[src/rtl/ps_pkg.sv]
// Shared types and constants for the multi-channel NoC packet endpoint.
package ps_pkg;

  // Command opcode carried in the top two bits of a header byte
  typedef enum logic [1:0] {
    OP_NOP = 2'b00,
    OP_WR  = 2'b01,
    OP_RD  = 2'b10,
    OP_ST  = 2'b11
  } op_t;

  // Outbound idle code (driven with ctl=1)
  localparam logic [31:0] IDLE_CODE = 32'h0;

  typedef enum logic [1:0] {
    R_IDLE,
    R_LEN,
    R_WDATA
  } rx_state_t;

  typedef enum logic [2:0] {
    T_IDLE,
    T_HDR,
    T_CNT,
    T_DATA,
    T_DROP
  } tx_state_t;

  // Request fields are sized for the widest supported link; users cast down
  localparam int unsigned REQ_CHW = 16;
  localparam int unsigned REQ_LW  = 32;

  typedef struct packed {
    op_t                op;
    logic [REQ_CHW-1:0] ch;
    logic [REQ_LW-1:0]  len;
  } req_t;

endpackage

[src/rtl/ps_chan_fifo.sv]
// Single-clock byte FIFO for one channel; push on full is honoured only with a concurrent pop.
module ps_chan_fifo #(
  parameter int unsigned DW    = 8,
  parameter int unsigned DEPTH = 16
) (
  input  logic          clk,
  input  logic          reset,
  input  logic          i_push,
  input  logic [DW-1:0] i_wdata,
  input  logic          i_pop,
  output logic [DW-1:0] o_rdata_c,
  output logic          o_full_c,
  output logic          o_empty_c,
  output logic [DW-1:0] o_count
);

  localparam int unsigned AW = (DEPTH > 1) ? $clog2(DEPTH) : 1;

  logic [DW-1:0] r_mem [DEPTH];
  logic [AW-1:0] r_wr_ptr;
  logic [AW-1:0] r_rd_ptr;
  logic [DW-1:0] r_count;
  logic          w_push;
  logic          w_pop;

  assign o_full_c  = (r_count == DW'(DEPTH));
  assign o_empty_c = (r_count == '0);
  assign w_pop     = i_pop & ~o_empty_c;
  assign w_push    = i_push & (~o_full_c | w_pop);
  assign o_rdata_c = r_mem[r_rd_ptr];
  assign o_count   = r_count;

  // Storage write; contents need no reset
  always_ff @(posedge clk) begin
    if (w_push) r_mem[r_wr_ptr] <= i_wdata;
  end

  // Pointers wrap modulo DEPTH; count tracks push/pop balance
  always_ff @(posedge clk) begin
    if (reset) begin
      r_wr_ptr <= '0;
      r_rd_ptr <= '0;
      r_count  <= '0;
    end else begin
      if (w_push) r_wr_ptr <= (r_wr_ptr == AW'(DEPTH - 1)) ? '0 : r_wr_ptr + AW'(1);
      if (w_pop)  r_rd_ptr <= (r_rd_ptr == AW'(DEPTH - 1)) ? '0 : r_rd_ptr + AW'(1);
      case ({w_push, w_pop})
        2'b10:   r_count <= r_count + DW'(1);
        2'b01:   r_count <= r_count - DW'(1);
        default: r_count <= r_count;
      endcase
    end
  end

endmodule

[src/rtl/ps_mc.sv]
// Multi-channel NoC packet endpoint: RX command decode, per-channel FIFOs, framed TX responses.
module ps_mc
  import ps_pkg::*;
#(
  parameter int unsigned DW    = 8,
  parameter int unsigned NCH   = 4,
  parameter int unsigned DEPTH = 16
) (
  input  logic          clk,
  input  logic          reset,
  input  logic          noc_to_dev_ctl,
  input  logic [DW-1:0] noc_to_dev_data,
  output logic          noc_from_dev_ctl,
  output logic [DW-1:0] noc_from_dev_data
);

  localparam int unsigned CW = $clog2(NCH);

  // RX side
  rx_state_t     r_rx_state;
  op_t           r_rx_op;
  logic [CW-1:0] r_rx_ch;
  logic [DW-1:0] r_rx_left;
  op_t           w_hdr_op;
  logic [CW-1:0] w_hdr_ch;
  logic          w_hdr_ok;
  logic          w_wr_v;
  logic          w_req_v;
  req_t          w_req;

  // TX side
  tx_state_t     r_tx_state;
  req_t          r_req;
  logic [DW-1:0] r_tx_n;
  logic [DW-1:0] r_tx_rem;
  logic          r_pend_v;
  req_t          r_pend;
  logic [CW-1:0] w_tx_ch;
  logic          w_tx_free;
  logic          w_tx_done;
  logic          w_tx_pop;
  logic          w_take_new;
  logic          w_pend_take;
  logic          w_pend_load;
  logic          w_req_drop;
  logic [DW-1:0] w_occ;
  logic [DW-1:0] w_n;
  logic [DW-1:0] w_head;
  logic [DW-1:0] w_drop_cur;
  logic          w_unused_req;

  // Per-channel
  logic [NCH-1:0] w_push;
  logic [NCH-1:0] w_pop;
  logic [NCH-1:0] w_full;
  logic [NCH-1:0] w_empty;
  logic [NCH-1:0] w_drop_inc;
  logic [NCH-1:0] w_drop_clr;
  logic [DW-1:0]  w_count [NCH];
  logic [DW-1:0]  w_rdata [NCH];
  logic [DW-1:0]  r_drop  [NCH];

  function automatic logic [DW-1:0] f_hdr(input op_t op, input logic [CW-1:0] ch);
    return {op, (DW-2)'(ch)};
  endfunction

  // Header decode; out-of-range channels behave as NOP
  assign w_hdr_op = op_t'(noc_to_dev_data[DW-1:DW-2]);
  assign w_hdr_ch = noc_to_dev_data[CW-1:0];
  assign w_hdr_ok = (w_hdr_op != OP_NOP) && (32'(w_hdr_ch) < NCH);

  assign w_wr_v  = (r_rx_state == R_WDATA) && !noc_to_dev_ctl;
  assign w_req_v = (r_rx_state == R_LEN) && !noc_to_dev_ctl &&
                   ((r_rx_op == OP_RD) || (r_rx_op == OP_ST));
  assign w_req   = '{op: r_rx_op, ch: REQ_CHW'(r_rx_ch), len: REQ_LW'(noc_to_dev_data)};

  // RX FSM: header -> length -> optional write payload; ctl=1 always restarts decode
  always_ff @(posedge clk) begin
    if (reset) begin
      r_rx_state <= R_IDLE;
      r_rx_op    <= OP_NOP;
      r_rx_ch    <= '0;
      r_rx_left  <= '0;
    end else if (noc_to_dev_ctl) begin
      if (w_hdr_ok) begin
        r_rx_state <= R_LEN;
        r_rx_op    <= w_hdr_op;
        r_rx_ch    <= w_hdr_ch;
      end else begin
        r_rx_state <= R_IDLE;
      end
    end else begin
      case (r_rx_state)
        R_LEN: begin
          if ((r_rx_op == OP_WR) && (noc_to_dev_data != '0)) begin
            r_rx_state <= R_WDATA;
            r_rx_left  <= noc_to_dev_data;
          end else begin
            r_rx_state <= R_IDLE;
          end
        end
        R_WDATA: begin
          r_rx_left <= r_rx_left - DW'(1);
          if (r_rx_left == DW'(1)) r_rx_state <= R_IDLE;
        end
        default: r_rx_state <= R_IDLE;
      endcase
    end
  end

  // TX control: completion, pop, and request routing to TX / pending slot / drop
  assign w_tx_ch     = CW'(r_req.ch);
  assign w_occ       = w_count[w_tx_ch];
  assign w_head      = w_rdata[w_tx_ch];
  assign w_drop_cur  = r_drop[w_tx_ch];
  assign w_tx_done   = ((r_tx_state == T_CNT) && (r_req.op == OP_RD) && (r_tx_n == '0)) ||
                       ((r_tx_state == T_DATA) && (r_tx_rem == '0)) ||
                       (r_tx_state == T_DROP);
  assign w_tx_pop    = ((r_tx_state == T_CNT) && (r_req.op == OP_RD) && (r_tx_n != '0)) ||
                       ((r_tx_state == T_DATA) && (r_tx_rem != '0));
  assign w_tx_free   = (r_tx_state == T_IDLE) || w_tx_done;
  assign w_take_new  = w_req_v && !r_pend_v && w_tx_free;
  assign w_pend_take = w_tx_free && r_pend_v;
  assign w_pend_load = w_req_v && !w_take_new && (!r_pend_v || w_pend_take);
  assign w_req_drop  = w_req_v && !w_take_new && !w_pend_load;
  assign w_unused_req = ^{r_req, r_pend};

  // Response count: READ is clipped to current occupancy, STATUS reports occupancy
  always_comb begin
    w_n = w_occ;
    if ((r_req.op == OP_RD) && (r_req.len < REQ_LW'(w_occ))) w_n = DW'(r_req.len);
  end

  // Per-channel push/pop strobes and drop-counter events
  always_comb begin
    w_push     = '0;
    w_pop      = '0;
    w_drop_inc = '0;
    w_drop_clr = '0;
    for (int c = 0; c < NCH; c++) begin
      w_push[c]     = w_wr_v && (r_rx_ch == CW'(c));
      w_pop[c]      = w_tx_pop && (w_tx_ch == CW'(c)) && !w_empty[c];
      w_drop_inc[c] = (w_push[c] && w_full[c] && !w_pop[c]) ||
                      (w_req_drop && (r_rx_ch == CW'(c)));
      w_drop_clr[c] = (r_tx_state == T_CNT) && (r_req.op == OP_ST) && (w_tx_ch == CW'(c));
    end
  end

  // Drop counters: saturating, cleared when reported (a same-cycle drop leaves 1)
  always_ff @(posedge clk) begin
    for (int c = 0; c < NCH; c++) begin
      if (reset) begin
        r_drop[c] <= '0;
      end else if (w_drop_clr[c]) begin
        r_drop[c] <= w_drop_inc[c] ? DW'(1) : '0;
      end else if (w_drop_inc[c] && (r_drop[c] != '1)) begin
        r_drop[c] <= r_drop[c] + DW'(1);
      end
    end
  end

  // TX FSM with registered outputs: header, count, then data or drop byte
  always_ff @(posedge clk) begin
    if (reset) begin
      r_tx_state        <= T_IDLE;
      noc_from_dev_ctl  <= 1'b1;
      noc_from_dev_data <= DW'(IDLE_CODE);
      r_req             <= '0;
      r_tx_n            <= '0;
      r_tx_rem          <= '0;
      r_pend_v          <= 1'b0;
      r_pend            <= '0;
    end else begin
      if (w_pend_load) begin
        r_pend   <= w_req;
        r_pend_v <= 1'b1;
      end else if (w_pend_take) begin
        r_pend_v <= 1'b0;
      end

      if (w_tx_free) begin
        if (r_pend_v) begin
          r_req             <= r_pend;
          r_tx_state        <= T_HDR;
          noc_from_dev_ctl  <= 1'b1;
          noc_from_dev_data <= f_hdr(r_pend.op, CW'(r_pend.ch));
        end else if (w_take_new) begin
          r_req             <= w_req;
          r_tx_state        <= T_HDR;
          noc_from_dev_ctl  <= 1'b1;
          noc_from_dev_data <= f_hdr(w_req.op, r_rx_ch);
        end else begin
          r_tx_state        <= T_IDLE;
          noc_from_dev_ctl  <= 1'b1;
          noc_from_dev_data <= DW'(IDLE_CODE);
        end
      end else begin
        case (r_tx_state)
          T_HDR: begin
            r_tx_state        <= T_CNT;
            noc_from_dev_ctl  <= 1'b0;
            noc_from_dev_data <= w_n;
            r_tx_n            <= w_n;
          end
          T_CNT: begin
            noc_from_dev_ctl <= 1'b0;
            if (r_req.op == OP_RD) begin
              r_tx_state        <= T_DATA;
              noc_from_dev_data <= w_head;
              r_tx_rem          <= r_tx_n - DW'(1);
            end else begin
              r_tx_state        <= T_DROP;
              noc_from_dev_data <= w_drop_cur;
            end
          end
          T_DATA: begin
            noc_from_dev_ctl  <= 1'b0;
            noc_from_dev_data <= w_head;
            r_tx_rem          <= r_tx_rem - DW'(1);
          end
          default: r_tx_state <= T_IDLE;
        endcase
      end
    end
  end

  // Channel FIFOs
  for (genvar g = 0; g < NCH; g++) begin : g_ch
    ps_chan_fifo #(
      .DW   (DW),
      .DEPTH(DEPTH)
    ) u_fifo (
      .clk      (clk),
      .reset    (reset),
      .i_push   (w_push[g]),
      .i_wdata  (noc_to_dev_data),
      .i_pop    (w_pop[g]),
      .o_rdata_c(w_rdata[g]),
      .o_full_c (w_full[g]),
      .o_empty_c(w_empty[g]),
      .o_count  (w_count[g])
    );
  end

endmodule

[config.mk]
export PLATFORM = sky130hd
export DESIGN_NAME = ps_mc
export DESIGN_NICKNAME = d
export VERILOG_FILES = /design/src/rtl/ps_pkg.sv /design/src/rtl/ps_chan_fifo.sv /design/src/rtl/ps_mc.sv
export SDC_FILE = /design/constraint.sdc
export NUM_CORES = 1
export LEC_CHECK = 0
export BUFFER_PORTS_ARGS = -buffer_cell sky130_fd_sc_hd__buf_2
export CAP_MARGIN = 10
export CELL_PAD_IN_SITES_DETAIL_PLACEMENT = 1
export CELL_PAD_IN_SITES_GLOBAL_PLACEMENT = 2
export CORE_ASPECT_RATIO = 0.8
export CORE_MARGIN = 4
export CORE_UTILIZATION = 32
export CTS_CLUSTER_DIAMETER = 100
export CTS_CLUSTER_SIZE = 14
export DETAILED_ROUTE_END_ITERATION = 12
export PLACE_DENSITY_LB_ADDON = 0.08
export SLEW_MARGIN = 20
export SYNTH_ARGS = -nofsm -noshare
export SYNTH_HDL_FRONTEND = slang
export SYNTH_SLANG_ARGS = --single-unit
[constraint.sdc]
create_clock -name clk -period 4.15 [get_ports clk]
set_input_delay 0.415 -clock clk [delete_from_list [all_inputs] [get_ports clk]]
set_output_delay 0.415 -clock clk [all_outputs]
set_load 0.02 [all_outputs]
# --- Yosys cells after proc, flatten, opt, wreduce, memory -nomap -nowiden ---
# Memories as Yosys holds them, arrays and structs flattened. A register that Yosys moved wholly into a read port is not among the register bits.
# Cells that the tools add are included.
word_totals:
  ff_bits: 155
  latchBits: 0
  ram_bits: 544
  mem_bits_ro: 0
  input_bits: 11
  output_inout_bits: 9
  wordCells: 337
  memories: 5
classes:
  add_sub_neg: 23
  n_mul: 0
  div: 0
  order_cmp: 2
  eq_ne: 46
  shift: 0
  n_mux: 102
  n_bitwise: 31
  n_reduce_logical: 100
mem_list:
  columns: ["memory", "words", "width", "read_ports", "rd_clocked_by_memory_dff", "wr", "line_no", "text"]
  rows:
  - ["g_ch[0].u_fifo.r_mem", 16, 8, 1, 1, 1, "ps_chan_fifo.sv:19", "logic [DW-1:0] r_mem [DEPTH];"]
  - ["g_ch[1].u_fifo.r_mem", 16, 8, 1, 1, 1, "ps_chan_fifo.sv:19", null]
  - ["g_ch[2].u_fifo.r_mem", 16, 8, 1, 1, 1, "ps_chan_fifo.sv:19", null]
  - ["g_ch[3].u_fifo.r_mem", 16, 8, 1, 1, 1, "ps_chan_fifo.sv:19", null]
  - ["r_drop", 4, 8, 5, 1, 4, "ps_mc.sv:61", "logic [DW-1:0] r_drop [NCH];"]
ops:
  columns: ["operator", "count"]
  rows:
  - ["$mux W8", 19]
  - ["$mux W50", 2]
  - ["$pmux W8 S2", 6]
  - ["$add A8 B1 Y8 const B", 8]
  - ["$mux W4", 16]
  - ["$sub A8 B1 Y8 const B", 7]
  - ["$logic_and A1 B1 Y1", 49]
  - ["$logic_not A8 Y1", 6]
  - ["$mux W1", 47]
  - ["$add A4 B1 Y4 const B", 8]
  - ["$bmux W8 S2", 2]
  - ["$eq A4 B4 Y1 const B", 8]
  - ["$eq A8 B5 Y1 const B", 4]
  - ["$lt A32 B8 Y1", 1]
  - ["$ne A8 B8 Y1 const B", 4]
  - ["$eq A2 B2 Y1 const B", 13]
  - ["$pmux W8 S3", 1]
  - ["$reduce_bool A8 Y1", 3]
  - ["$reduce_bool A2 Y1", 9]
  - ["$eq A2 B1 Y1 const B", 8]
  - ["$logic_not A1 Y1", 12]
  - ["$or A1 B1 Y1", 12]
  - ["$logic_or A1 B1 Y1", 10]
  - ["$mux W2", 5]
  - ["other kinds (21)", 44]

# --- Depth between registers and ports, before layout ---
# Gate-level depths: netlist (run 1).
depth:
  ltp_word: 20
  mapped_depth: 20
  mapped_depth_nobuf: 16

# --- Hierarchy ---
# From an unflattened synthesis (run 1), not the netlist that was laid out.
hier_totals:
  hier_cells: 2006
  hier_area_um2: 30785.8
by_module_without_submodules:
  columns: ["mod", "instances", "cells_per_inst", "area_each_um2", "seq_area_each_um2"]
  rows:
  - ["ps_chan_fifo", 4, 329, 6087.1, 4244.1]
  - ["ps_mc", 1, 690, 6437.4, 2342.2]

# --- Worst setup path after synthesis (run 1) ---
# OpenSTA, ideal clock, no wires.
synth_path:
  path_kind: "register to register"
  start: "reg r_tx_state[1]"
  end: "reg g_ch[3].u_fifo.r_count[4]"
  setup_time_ps: 70
  arrival_time_ps: 3924
  required_ps: 4080
  slack_ps: 156
  path_stages_with_launch: 20
  path_buffers: 4
  period_less_slack_ps: 3994
  path_cell_list: "dfxtp_1 buf_6 nand2b_4 or3_4 o22ai_4 a21o_1 and2_1 clkbuf_1 inv_1 ha_1 clkbuf_1 clkbuf_1 xor2_1 ha_1 a21oi_1 and3b_1 a221oi_1 xor2_1 or3_1 a21oi_1"
synth_between:
  elab_chain_len: 11
  word_cells_on_any_way: 15
  classes_between: "4 x eq/ne; 1 x mux; 3 x bitwise; 7 x reduce/logical"
synth_lines:
  columns: ["item", "line_no", "text"]
  rows:
  - ["start, declared", "ps_mc.sv:32", "tx_state_t r_tx_state;"]
  - ["start signal, assigned", "ps_mc.sv:165", "r_tx_state <= T_IDLE;"]
  - ["start signal, assigned", "ps_mc.sv:184", "r_tx_state <= T_HDR;"]
  - ["start signal, assigned", "ps_mc.sv:189", "r_tx_state <= T_HDR;"]
  - ["$eq A3 B2 Y1", "ps_mc.sv:119", "assign w_tx_pop = ((r_tx_state == T_CNT) && (r_req.op == OP_RD) && (r_tx_n != '0)) ||"]
  - ["$logic_and A1 B1 Y1 (2 in a row)", "ps_mc.sv:119", null]
  - ["$logic_or A1 B1 Y1 (*)", "ps_mc.sv:119", null]
  - ["$logic_and A1 B1 Y1 (*) (2 in a row)", "ps_mc.sv:142", "w_pop[c] = w_tx_pop && (w_tx_ch == CW'(c)) && !w_empty[c];"]
  - ["$and A1 B1 Y1 (*)", "ps_chan_fifo.sv:28", "assign w_pop = i_pop & ~o_empty_c;"]
  - ["$or A1 B1 Y1", "ps_chan_fifo.sv:29", "assign w_push = i_push & (~o_full_c | w_pop);"]
  - ["$and A1 B1 Y1", "ps_chan_fifo.sv:29", null]
  - ["$eq A2 B1 Y1 / $eq A2 B2 Y1 (equally long branches)", "ps_chan_fifo.sv:47", "case ({w_push, w_pop})"]
  - ["$pmux W8 S2 / $reduce_bool A2 Y1 (equally long branches)", null, null]
  - ["end signal, assigned", "ps_chan_fifo.sv:48", "2'b10: r_count <= r_count + DW'(1);"]
  - ["end signal, assigned", "ps_chan_fifo.sv:49", "2'b01: r_count <= r_count - DW'(1);"]
  - ["end signal, assigned", "ps_chan_fifo.sv:50", "default: r_count <= r_count;"]
  - ["end, declared", "ps_chan_fifo.sv:22", "logic [DW-1:0] r_count;"]
# Mark *: on every way between the ends. The rest lies on a longest branch, timed or not.
# A chain may end at the register's enable or synchronous reset.

# --- Final worst setup path (run 1) ---
layout_path:
  start: "reg r_req[48] in the netlist's numbering"
  end: "reg g_ch[1].u_fifo.r_count[7]"
layout_between:
  elab_chain_len: 11
  word_cells_on_any_way: 13
  classes_between: "3 x eq/ne; 1 x mux; 3 x bitwise; 6 x reduce/logical"
layout_lines:
  columns: ["item", "line_no", "text"]
  rows:
  - ["start, declared", "ps_mc.sv:33", "req_t r_req;"]
  - ["start signal, assigned", "ps_mc.sv:183", "r_req <= r_pend;"]
  - ["start signal, assigned", "ps_mc.sv:188", "r_req <= w_req;"]
  - ["$eq A2 B2 Y1 (*)", "ps_mc.sv:119", null]
  - ["$logic_and A1 B1 Y1 (*) (2 in a row)", "ps_mc.sv:119", null]
  - ["$logic_or A1 B1 Y1 (*)", "ps_mc.sv:119", null]
  - ["$logic_and A1 B1 Y1 (*) (2 in a row)", "ps_mc.sv:142", null]
  - ["$and A1 B1 Y1 (*)", "ps_chan_fifo.sv:28", null]
  - ["$or A1 B1 Y1", "ps_chan_fifo.sv:29", null]
  - ["$and A1 B1 Y1", "ps_chan_fifo.sv:29", null]
  - ["$eq A2 B1 Y1 / $eq A2 B2 Y1 (equally long branches)", "ps_chan_fifo.sv:47", null]
  - ["$pmux W8 S2 / $reduce_bool A2 Y1 (equally long branches)", null, null]
  - ["end signal, assigned", "ps_chan_fifo.sv:48", null]
  - ["end signal, assigned", "ps_chan_fifo.sv:49", null]
  - ["end signal, assigned", "ps_chan_fifo.sv:50", null]
  - ["end, declared", "ps_chan_fifo.sv:22", null]
# Marks and branches as above.

==> results of run 1 <==
[timing repair]
item                       CTS  global route
setup endpoints to repair    0             7
resized for setup            0            14
hold buffers                 0             0
[routing by layer]
layer  part of all wire, %  GRT usage [%]  vias to the layer above
met5                 0.020              0                        -
met4                   1.5           3.14                        2
met3                   3.6           2.48                       68
met2                    44           27.6                      254
met1                    50           27.1                     9349
li1                      -              -                     8061
[worst max-delay path, stage by stage (launching register included)]
cell,delay (ns)
dfxtp_1,0.34
nand2b_2,0.24
or3_4,0.39
o22ai_4,0.25
a21o_4,0.19
and2_4,0.15
inv_2,0.06
ha_1,0.23
buf_4,0.17
ha_1,0.32
a21oi_2,0.17
o21ai_0,0.13
a2111oi_1,0.39
or3_1,0.18
mux2i_1,0.20
mux2_2,0.34
[synth_stat cells, drive strengths merged, types with 5 or more instances]
cell type	number	area share, %
nand2b	27	0.59
a21o	14	0.37
clkbuf	59	0.74
o32ai	8	0.23
o21ai	59	0.98
o2111ai	6	0.17
mux2	7	0.26
and2	20	0.42
a21oi	92	1.5
dfxtp	149	9.9
nor2b	18	0.40
ha	60	2.5
and3	18	0.37
a2111oi	7	0.20
inv	51	0.64
nor3	47	0.87
or3b	5	0.15
nand3	32	0.53
nand2	121	1.5
a31oi	12	0.25
o22ai	15	0.36
nor4	9	0.19
edfxtp	544	54
or3	16	0.35
mux4	148	11
xor2	31	0.90
xnor2	23	0.67
buf	44	0.77
mux2i	96	3.2
nor2	197	2.5
o21a	9	0.22
nand4	7	0.15
a211oi	35	0.87
[flip-flops by register name, summed over array words and instances (netlist names), named ones only]
signal / cells
g_ch.u_fifo.r_mem: 512
g_ch.u_fifo.o_count: 32
r_drop: 32
g_ch.u_fifo.r_rd_ptr: 16
g_ch.u_fifo.r_wr_ptr: 16
r_pend: 12
r_req: 12
noc_from_dev_data: 8
r_rx_left: 8
r_tx_n: 8
r_tx_rem: 8
r_tx_state: 3
r_rx_ch: 2
r_rx_op: 2
r_rx_state: 2
noc_from_dev_ctl: 1
r_pend_v: 1
[kinds of logic (layout without fill, tap and decap cells)]
logic type      after synthesis  after routing  share of synthesized area [%]
simple gates                542            542                           8.65
fa+ha+maj                    63             63                           2.69
xor+xnor                     54             54                           1.57
buf+inv                     154            287                           2.14
flops                       693            693                           64.1
compound gates              291            291                           6.29
other cells                   0              1                              0
mux                         251            251                           14.5
[metrics by stage]
step,setup WS [ns],instances
3_3_place_gp,0.207,3299
2_1_floorplan,0.156,2048
6_report,0.238,3406
3_5_place_dp,0.121,3299
5_1_grt,-0.0102,3405
4_1_cts,0.0623,3405
[final timing paths]
path              cells past startpoint            from  slack (ns)                   endpoint
setup / recovery                     15       r_req[48]        0.24  g_ch[1].u_fifo.o_count[7]
hold reg to reg                       2      r_pend[49]        0.48                 r_pend[49]
hold / removal                        3  noc_to_dev_ctl        0.11                 r_rx_op[0]
setup reg to reg                     15       r_req[48]        0.24  g_ch[1].u_fifo.o_count[7]
[final cells by class]
type / instances / area (um^2)
fillers: 9491 / 59300
well taps: 1224 / 1530
multi-input cells: 1201 / 10200
clock inverters: 7 / 128
clock buffers: 99 / 1570
flip-flops and latches: 693 / 19300
diodes: 1 / 2.50
repair buffers: 130 / 935
inverters: 51 / 191
[power groups by stage]
stage	Clock [W]	Combinational (W)	Sequential, W
detailed placement	0	0.000255	0.00768
global route	0.00571	0.000276	0.00752
finish	0.00526	0.000250	0.00752
CTS	0.00547	0.000256	0.00752
global placement	0	0.000246	0.00768
floorplan	0	0.000101	0.00766
==> run metrics, run 1 <==
run status=completed; synth unique cells=76; P per Cell Area=385 mW/mm^2; layout cells sized above 1=17.7%; Clock Latency Late Sink=0.66 ns; asr flop ratio synth=0%; maxcap violations=0; worst-case clock buffer depth=3; sequential element share of the synthesized area=64.1%; most common cell after layout, fill and taps aside=edfxtp_1; gr usage total=17.8%; Final Cell Area=0.0339 mm^2; Clk pwr share=40.4%; final worst-path cycle share=94.3%; Max Clock Skew=0.0360 ns; yosys warns=0; Die Span X=351 um; syn_area_per_cell=14.7 um^2; worst hold slack=0.105 ns; vias in the first global route=18500; Area after DPL=0.0321 mm^2; initial core utilization=32.3%; drt via density=5.21; relative slew slack=30.8%; Die Span Y=282 um; Cell Area, Synth=0.0301 mm^2; commonest cells after routing, fill and taps aside=544 x edfxtp_1, 197 x nor2_1, 148 x mux4_2, 142 x dfxtp_1, 121 x nand2_1; critical path class=flip-flop to flip-flop; cells after synthesis=2048; Worst Path Required=4.67 ns; Worst Setup End Kind=flip-flop; sw power=0.00284 W; Pre-antenna DRT Iters=5; Setup crit start kind=flip-flop; CTS tree=yes; die area=0.0991 mm^2; first-pass GRT wire length=129000 um; worst hold path type=input port to flip-flop; Final Critical Period=3.91 ns; Int Pwr=0.0102 W; Root Buffer=clkbuf_16; Synth Register Bits=693; syn_nets=2122; Reg clk slew, reported paths=0.08 ns; clock sinks=693; Final Hold Fails=0; leakage power=10.8 nW; PortBufs=19; Combinational Power Share=1.9%; Top Ports=20; Synth Flop Type=edfxtp_1; Setup Viol. Count Final=0; DRC viols=0; drt total wl=88300 um; largest fanout on the critical path=7; Post-DRT Antenna Nets=0; FMAX=256 MHz; VDD IR max=319 uV; Worst Tran Pin Value=1.03 ns; Post-synth EDFFs=544; Post-DP HPWL=61200 um; Max Slew Vio Count=0; area growth from synthesis to layout=12.5%; total setup buffers inserted after CTS=0; final core occ=36.4%; Sequential Power Share=57.7%; average wire per cell in the routed design=25.9 um; GP Congestion=0.783; CTS Buf Count=56; initial drt markers=1228; H-tree levels=2; total number of vias=17700; total core area=0.0932 mm^2; Tot Pwr=0.0130 W; final-stage net count=2207; Critical Path AT=4.43 ns; GRT overflow=0; Net Sw Frac=21.8%; largest net degree at the start of global routing=71; num rows=100; total negative slack=0 ns; initial antenna violation count=2
No activity file was read; power rests on OpenSTA's default activity.
==> run 2: changes to the inputs <==
Settings changed: CORE_MARGIN 4 to unset, CTS_BUF_LIST set to sky130_fd_sc_hd__clkbuf_4 sky130_fd_sc_hd__clkbuf_8, REMOVE_ABC_BUFFERS set to 1.
==> run 2 against run 1 <==
Effect of this change:
- non-clock buffer count shrank 6
- sequential power is essentially flat
- global-route usage up 0.42 points
- clock-buffer cell count fell by 1
- clock skew barely moved
- first-iteration DRC count up 2.0%
- sequential share of layout area up 0.95 points
- critical endpoint unchanged
- worst setup slack better by 0.022 ns
- combinational power up 2%
- final cell count down 0.32%
==> run metrics, run 2 (same netlist as run 1, synthesis figures left out) <==
run status=completed; Worst Tran Pin Value=1.02 ns (-0.0141 ns); Worst path max stage delay=0.40 ns (about the same); worst hold path type=input port to flip-flop; Die Span X=345 um (-1.7%); Setup Viol. Count Final=0 (unchanged); Root Buffer=clkbuf_8; Critical Path AT=4.53 ns (+0.10 ns); final-stage net count=2200 (-0.32%); die area=0.0954 mm^2 (-3.8%); clock sinks=693 (unchanged); DRC viols=0 (unchanged); FMAX=257 MHz (+0.56%); Pre-antenna DRT Iters=5 (unchanged); WL met2=37800 um (-3.6%); total number of vias=17600 (-0.51%); slowest CP cell=or3_4; RSZ-0062 raised after global routing=false; Post-DRT Antenna Nets=0 (unchanged); average wire per cell in the routed design=25.6 um (-1.3%); gr usage total=18.2% (+0.42 points); Max Clock Skew=0.0357 ns (-0.000263 ns); total core area=0.0931 mm^2 (-0.13%); Final Critical Period=3.89 ns (-0.0216 ns); leakage power=10.6 nW (-1.8%); Clock Latency Late Sink=0.74 ns (+0.08 ns); total negative slack=0 ns (unchanged); initial antenna violation count=6 (+4); num rows=100 (unchanged); Worst Path Required=4.79 ns (+0.12 ns); commonest cells after routing, fill and taps aside=544 x edfxtp_1, 196 x nor2_1, 148 x mux4_2, 142 x dfxtp_1, 121 x nand2_1; drt via density=5.20 (-0.19%); Max Slew Vio Count=0 (unchanged); Reg clk slew, reported paths=0.11 ns (+0.03 ns); most flop-heavy register=g_ch.u_fifo.r_mem; GRT overflow=0 (unchanged); final core occ=35.8% (-0.55 points); VDD IR max=256 uV (-20%); largest net degree at the start of global routing=74 (+4.2%); CTS tree=yes; Die Span Y=276 um (-2.1%); CTS Buf Count=55 (-1.8%); area growth from synthesis to layout=10.6%; GP Congestion=0.801 (+2.3%); drt total wl=86800 um (-1.6%); met3 routed WL=3370 um (+4.7%); Largest register FFs=512 (unchanged); final worst-path cycle share=93.7% (-0.52 points); first-pass GRT wire length=128000 um (-0.84%); relative slew slack=31.8% (+0.94 points); initial drt markers=1252 (+2.0%); P per Cell Area=356 mW/mm^2 (-7.6%); Max Used Layer=met5; H-tree levels=2 (unchanged); vias in the first global route=18200 (-1.8%); Setup crit start kind=flip-flop; PortBufs=19 (unchanged); Area after DPL=0.0321 mm^2 (about the same); largest fanout on the critical path=7 (unchanged); Metal-1 WL=44100 um (-1.0%); initial core utilization=32.4% (+0.043 points); worst-case clock buffer depth=3 (unchanged); Final Hold Fails=0 (unchanged); Critical Path, Cell by Cell=nand2b_1, or3_4, o22ai_4, buf_4, a21o_4, and2_4, inv_2, ha_1, buf_4, ha_1, a21oi_2, o21ai_0, a2111oi_0, or3_1, mux2i_1, mux2_2; most common cell after layout, fill and taps aside=edfxtp_1; DP Worst Slack=0.147 ns (+0.0258 ns); Final Cell Area=0.0333 mm^2 (-1.6%); critical path class=flip-flop to flip-flop; Post-DP HPWL=59200 um (-3.2%); Final WS setup=0.260 ns (+0.0216 ns); Worst Setup End Kind=flip-flop; maxcap violations=0 (unchanged); layout cells sized above 1=19.2% (+1.5 points); reg2reg setup slack=0.26 ns (+0.02 ns); Top Ports=20 (unchanged)
## run 2: layout make-up
type / instances / area [um^2]
sequential: 693 / 19300
multi-input combinational: 1201 / 10200
clock inverter: 3 / 51.3
antenna: 1 / 2.50
fill: 9662 / 59800
tap: 1224 / 1530
timing repair buffer: 124 / 930
clock buffer: 98 / 1090
inverter: 51 / 191
## run 2: timing repair
item	CTS	global route
endpoints found under the setup margin	0	7
gates resized for setup	0	13
hold buffers	1	0
hold endpoints to repair	2	0
buffers inserted	0	3
## run 2: per-stage QoR
stage / hold WS (ns) / instances / total power [W]
final: 0.151 / 3395 / 0.0118
after global routing: 0.104 / 3395 / 0.0123
after CTS: 0.0678 / 3391 / 0.0121
after detailed placement: 0.473 / 3289 / 0.00793
after global placement: 0.458 / 3289 / 0.00792
after floorplan: 0.434 / 1945 / 0.00775
## run 2: worst paths after layout
path / start / to / cells after the start
worst min register to register: r_rx_op[1] / r_rx_op[1] / 2
worst max register to register: r_req[48] / g_ch[1].u_fifo.o_count[7] / 16
worst max-delay path: r_req[48] / g_ch[1].u_fifo.o_count[7] / 16
worst min-delay path: reset / g_ch[0].u_fifo.o_count[4] / 2
## run 2: report_power, final
group	internal (W)	switching, W
clock network	0.00170	0.00237
logic	0.0000582	0.000196
registers	0.00749	0.0000312
## run 2: routing by layer
metal  vias to the layer above  global-route usage [%]
li1                       8012                       -
met1                      9295                    27.6
met2                       245                    27.5
met3                        88                    2.87
met4                         4                    3.93
met5                         -                       0
## run 2: worst max-delay path: cells and delay by family, from the launching register on
kind | cells | cell delay [ns]
adder cells (fa/ha/maj) | 2 | 0.52
multiplexers | 2 | 0.53
buffers and inverters | 3 | 0.38
flip-flops | 1 | 0.34
AND/OR/NAND/NOR | 4 | 0.96
AO/OA/AOI/OAI | 5 | 1.08
